## src/rtl/vend_ctrl.sv

```systemverilog
// Vending-machine controller: accumulates three coin denominations, vends at PRICE,
// then pays change greedily one coin per cycle. Supports cancel/refund and coin rejection.
module vend_ctrl #(
  parameter int unsigned CW    = 4,
  parameter int unsigned PRICE = 5,
  parameter int unsigned V1    = 1,
  parameter int unsigned V2    = 2,
  parameter int unsigned V3    = 4
) (
  input  logic          clk,
  input  logic          rst,
  input  logic          d1,
  input  logic          d2,
  input  logic          d3,
  input  logic          cancel,
  output logic          out1,
  output logic [1:0]    out2,
  output logic          chg_valid,
  output logic          coin_reject,
  output logic [CW-1:0] credit,
  output logic          busy
);

  localparam logic [CW-1:0] PriceW = CW'(PRICE);
  localparam logic [CW-1:0] V1W    = CW'(V1);
  localparam logic [CW-1:0] V2W    = CW'(V2);
  localparam logic [CW-1:0] V3W    = CW'(V3);

  typedef enum logic [1:0] {StIdle, StCollect, StVend, StChange} state_e;

  state_e        state_q, state_d;
  logic [CW-1:0] credit_q, credit_d;
  logic          reject_q, reject_d;

  logic          coin_any, coin_one, coin_ok;
  logic [CW-1:0] coin_val, credit_sum;
  logic [CW-1:0] chg_val;
  logic [1:0]    chg_code;

  always_comb begin
    coin_any = d1 | d2 | d3;
    coin_one = $onehot({d1, d2, d3});
    coin_ok  = coin_one & ~cancel;
    if (d3)      coin_val = V3W;
    else if (d2) coin_val = V2W;
    else         coin_val = V1W;
    credit_sum = credit_q + coin_val;
  end

  // Greedy change: largest denomination not exceeding remaining credit.
  always_comb begin
    if (credit_q >= V3W) begin
      chg_val  = V3W;
      chg_code = 2'd3;
    end else if (credit_q >= V2W) begin
      chg_val  = V2W;
      chg_code = 2'd2;
    end else begin
      chg_val  = V1W;
      chg_code = 2'd1;
    end
  end

  always_comb begin
    state_d  = state_q;
    credit_d = credit_q;
    reject_d = 1'b0;
    unique case (state_q)
      StIdle, StCollect: begin
        reject_d = coin_any & ~coin_ok;
        // Cancel wins over any coin sampled with it; that coin is rejected above.
        if (cancel && state_q == StCollect) begin
          state_d = StChange;
        end else if (coin_ok) begin
          credit_d = credit_sum;
          state_d  = (credit_sum >= PriceW) ? StVend : StCollect;
        end
      end
      StVend: begin
        reject_d = coin_any;
        credit_d = credit_q - PriceW;
        state_d  = (credit_q != PriceW) ? StChange : StIdle;
      end
      StChange: begin
        reject_d = coin_any;
        credit_d = credit_q - chg_val;
        state_d  = (credit_q == chg_val) ? StIdle : StChange;
      end
      default: state_d = StIdle;
    endcase
  end

  always_ff @(posedge clk or negedge rst) begin
    if (!rst) begin
      state_q  <= StIdle;
      credit_q <= '0;
      reject_q <= 1'b0;
    end else begin
      state_q  <= state_d;
      credit_q <= credit_d;
      reject_q <= reject_d;
    end
  end

  always_comb begin
    out1        = (state_q == StVend);
    chg_valid   = (state_q == StChange);
    out2        = (state_q == StChange) ? chg_code : 2'd0;
    busy        = (state_q == StVend) || (state_q == StChange);
    coin_reject = reject_q;
    credit      = credit_q;
  end

endmodule

```

## config.mk

```make
export PLATFORM = sky130hd
export DESIGN_NAME = vend_ctrl
export DESIGN_NICKNAME = d
export VERILOG_FILES = /design/src/rtl/vend_ctrl.sv
export SDC_FILE = /design/constraint.sdc
export NUM_CORES = 1
export LEC_CHECK = 0
export CORE_MARGIN = 2
export CORE_UTILIZATION = 45
export DETAILED_ROUTE_END_ITERATION = 6
export PLACE_DENSITY = 0.71
export SYNTH_ARGS = -nofsm -noshare
export SYNTH_HDL_FRONTEND = slang
export SYNTH_SLANG_ARGS = --single-unit
```

## constraint.sdc

```tcl
create_clock -name clk -period 5.53 [get_ports clk]
set_clock_uncertainty 0.05 [all_clocks]
set_input_delay 1.106 -clock clk [delete_from_list [all_inputs] [get_ports clk]]
set_output_delay 1.106 -clock clk [all_outputs]
set_load 0.03 [all_outputs]
```

---- Word-level counts from Yosys, hierarchy flattened ----
Index checks and enable logic that the tools add are counted.
storage, ports and cells
  register bits ........................... 7
  bits in latches ......................... 0
  memory bits (writable) .................. 0
  bits in read-only memories .............. 0
  input bits .............................. 6
  output and inout bits ................... 10
  logic and storage cells ................. 49
  memories ................................ 0
cells by class
  add/sub/neg operators ................... 5
  $mul .................................... 0
  div/mod/pow operators ................... 0
  $lt $le $gt $ge ......................... 3
  equality and inequality tests ........... 9
  shift-type cells ........................ 0
  mux-type cells .......................... 17
  bitwise gates (word level) .............. 6
  reduce and logical (&&, ||, !) cells .... 6
operators by type and width
  operator                                                           number
  2-to-1 mux 2 bit                                                   10
  2-to-1 mux 4 bit                                                   3
  case mux 4 bit (3 select lines)                                    1
  greater-or-equal comparator 4 x 3 -> 1 bit, second input constant  2
  case mux 2 bit (3 select lines)                                    1
  adder 4 bit                                                        1
  equality test 2 x 1 -> 1 bit, second input constant                2
  equality test 2 bit, second input constant                         2
  equality test 4 bit                                                1
  greater-or-equal comparator 4 x 2 -> 1 bit, second input constant  1
  != test 2 bit, second input constant                               2
  != test 4 x 3 -> 1 bit, second input constant                      1
  OR reduction 2 bit                                                 2
  subtractor 4 x 3 -> 4 bit, second input constant                   1
  subtractor 4 bit                                                   1
  2-to-1 mux 3 bit                                                   1
  != test 3 bit, second input constant                               1
  adder 1 x 1 -> 2 bit                                               1
  adder 2 x 1 -> 2 bit                                               1
  bitwise AND 1 bit                                                  2
  zero test 2 bit                                                    1
  inverter 1 bit                                                     2
  OR 1 bit                                                           2
  case mux 1 bit (2 select lines)                                    1
  3 further kinds                                                    3

---- Logic depth before layout (Yosys ltp) ----
  word-level depth ........................ 8
  depth in mapped cells ................... 8
  gate-level depth less buffers ........... 8

---- Worst setup path after synthesis ----
Ideal clock, no wire load.
  path type ............................... input -> register
  from .................................... input port d1
  to ...................................... register credit_q[1], in the netlist credit[1]
  library setup time ...................... 127 ps
  arrival time ............................ 2409 ps
  required time ........................... 5353 ps
  setup slack ............................. 2944 ps
  cell stages on the path ................. 5
  path buffers ............................ 0
  path through ............................ inv_1 -> fa_1 -> or3b_1 -> a211oi_1 -> a21oi_1
between the ends
  longest elaborated chain between the ends .. 5
RTL lines
  what                                        line  source
  from (decl)                                 12    input logic d1,
  adder 2 x 1 -> 2 bit (not written as such)  42    coin_one = $onehot({d1, d2, d3});
  equality test 2 x 1 -> 1 bit                42
  bitwise AND 1 bit                           43    coin_ok = coin_one & ~cancel;
  != test 2 bit (no source line)              -
  AND reduction 2 bit (no source line)        -
  to (signal assigned)                        100   credit_q <= credit_d;
  to (decl)                                   32    logic [CW-1:0] credit_q, credit_d;
Every way passes these cells.
A chain may end at the register's enable or synchronous reset.

---- Final worst setup path ----
  from .................................... register credit_q[1], in the netlist credit[1]
  to ...................................... output port out2[0]
between the ends
  longest elaborated chain between the ends .. 4
  elaborated cells between the ends (all ways) .. 5
RTL lines
  what                                        line  source
  greater-or-equal comparator 4 x 2 -> 1 bit  55    end else if (credit_q >= V2W) begin
  2-to-1 mux 2 bit                            55
  2-to-1 mux 2 bit *                          52    if (credit_q >= V3W) begin
  2-to-1 mux 2 bit *                          108   out2 = (state_q == StChange) ? chg_code : 2'd0;
  to (decl)                                   17    output logic [1:0] out2,
Mark *: on every way between the ends. The rest lies on a longest branch, timed or not.

==> metrics <==
post-synth top area share=21.9%; outcome=completed; residual DRC count=0; final antenna-violating net count=0; Top-Level Pins=16; Worst-path clk slew=0.06 ns; Worst setup EP type=output pin; H-tree depth=1; P_int=0.307 mW; most frequent CP cell=inv_1; register area share after synthesis=21.9%; Die Ht=46.2 microns; n_diodes=0; maximum clock rate=0.307 GHz; GP Congestion=0.810; Clk Latency, worst-skew pair=0.26 ns; Seq cells post-synth=7; hold-fix buffers at CTS=0; die width=46.2 microns; CP Data Arrival Time=2.10 ns; nets=121; aggregate global routing overflow=0; gr usage total=18.2%; TritonCTS Buffers=3; Netlist cell types=40; DIE AREA=2130 sq um; area of the mapped netlist=801 sq um; Post-DP HPWL=1340 microns; critical path data required time=4.37 ns; pwr dens=644 nW/um^2; Max Buffers Root-to-Sink=2; final-report hold violation count=0; multi-input logic area=552 sq um; Max-Cap Viols=0; Post-Route WL=1650 microns; row cnt=15; wire per inst=12.8 microns; crit share post-route=58.9%; Register Area=175 sq um; cells along the critical path=inv_1, or3_1, inv_1, nor2_1, clkdlybuf4s50_1; Core Box Area=1710 sq um; fin crit period=3.26 ns; reg-to-reg endpoint=state_q[0]; path depth of the worst reg2reg path=7; RR Startpoint=credit[1]; Post-Syn Instances=90; most frequent cell after synthesis=inv_1; final hold slack=0.684 ns; sink of the worst hold path=credit[0]; power share of the clock group=7.6%; CTS tree=done; design area=976 sq um; CTS sink cnt=7; Port Buffers=15; largest net degree at the start of global routing=17; Gate power share=70.6%; starting density of the core=46.9%; RSZ-0062 raised after global routing=false; worst min path class=flop to flop; CTS root buf=clkbuf_4; first-pass GRT wire length=2750 microns; Mean Syn Cell Area=8.90 sq um; vias per cell=5.36; FFs w/ async S/R, synth=100%; Area Overhead vs Synth=21.9%; Post-CTS Resized=0; share of layout cells above drive strength 1=12.5%; initial antenna violation count=0; Area after DPL=950 sq um; Post-Route Setup TNS=0 ns; Hold Crit Depth=2; Vias=691; register-to-register setup slack=3.22 ns; drt pass-1 iters=4; relative slew slack=72.6%; top cells by area, synth=dfrtp_1 22%, ha_1 11%, fa_1 7.5%; post-CTS setup buffer count=0; Worst Hold Launch=credit[0]; Ys Warns=0; CP Launch Type=flop; Leak=0.432 nW; Switching Share=51.1%; Non-Filler Instances=129; cell taking the most area after synthesis=dfrtp_1; Filler cells=167; crit path max-delay cell type=clkdlybuf4s50_1; worst-margin pin slew=0.411 ns; number of global-route vias before repair=618; Slew Viols, Final=0; sw power=0.321 mW; Primary FF master, synth=dfrtp_1; EDFF count, synth=0; Seq pwr share=21.8%; synth cell count leaders=11 x inv_1, 8 x nor2_1, 7 x dfrtp_1, 7 x ha_1, 6 x a21oi_1; crit path kind=flop to output pin; Max rail drop VDD=0.000305 V; setup violators final=0; syn_nets=106; DRT iter0 DRCs=9; Crit Path Max Fanout=9; Placed Cells=125; Critical Path Max Stage Delay=0.58 ns
-- cells by family (layout without fill, tap and decap cells) --
logic type / after synthesis / after routing / share of synthesized area, %
and+or+nand+nor: 27 / 27 / 20.6
AOI/OAI and AO/OA: 25 / 25 / 23.9
buffers and inverters: 16 / 30 / 9.22
adders and majority gates: 10 / 10 / 18.4
DFF: 7 / 7 / 21.9
xor gates and xnor gates: 3 / 3 / 3.28
muxes: 2 / 2 / 2.66
-- cell usage in the layout, fill, tap and decap left out, types with 4 or more instances in the layout --
| master | n |
|---|---|
| nor2_1 | 8 |
| nand2_1 | 4 |
| clkdlybuf4s50_1 | 15 |
| ha_1 | 7 |
| nor3_1 | 5 |
| inv_1 | 11 |
| a21oi_1 | 6 |
| dfrtp_1 | 7 |
| o21ai_0 | 4 |
-- worst max path at each step --
stage                          from   endpoint  slack [ns]  cells after the start
after floorplan                  d1  credit[1]        2.94                      5
after global placement           d2  credit[1]        2.38                      6
after detailed placement         d2  credit[1]        2.31                      6
after CTS                 credit[1]    out2[0]        2.25                      5
after global routing      credit[1]    out2[0]        2.13                      5
final                     credit[1]    out2[0]        2.27                      5
-- area by class of cell --
type	count	share of cell area [%]
inverters	11	4.23
multi-input cells	67	56.5
well taps	25	3.21
repair buffers	15	15.4
clock buffers	4	2.69
flip-flops and latches	7	17.9
-- power by group through the flow --
stage / sequential, mW / combinational [mW] / clock [mW]
6_report: 0.137 / 0.444 / 0.0475
5_1_grt: 0.145 / 0.487 / 0.0517
4_1_cts: 0.137 / 0.449 / 0.0487
3_5_place_dp: 0.138 / 0.447 / 0
3_3_place_gp: 0.138 / 0.439 / 0
2_1_floorplan: 0.128 / 0.335 / 0
-- critical path, delay by kind of cell (launching register included) --
family	cells	cell delay [ns]
and+or+nand+nor	2	0.46
buffers and inverters	3	0.89
DFF	1	0.49
-- layer usage --
| metal | vias up | part of all wire [%] | GRT usage (%) |
|---|---|---|---|
| li1 | 346 | - | - |
| met1 | 319 | 47 | 25.3 |
| met2 | 20 | 46 | 26.7 |
| met3 | 6 | 2.4 | 3.53 |
| met4 | 0 | 4.1 | 9.14 |
| met5 | - | 0 | 0 |
-- state kept, by name, indices dropped and copies added (netlist names) --
signal and count:
state_q 2, coin_reject 1, credit 4
-- per-stage QoR --
step                utilization [%]  setup WS, ns  power, mW
global placement               55.6          2.38      0.577
global route                   57.1          2.13      0.684
detailed placement             55.6          2.31      0.585
floorplan                         -          2.94      0.463
finish                         57.1          2.27      0.628
CTS                            57.1          2.25      0.635
Note: power is estimated with default switching activity, not from simulation.
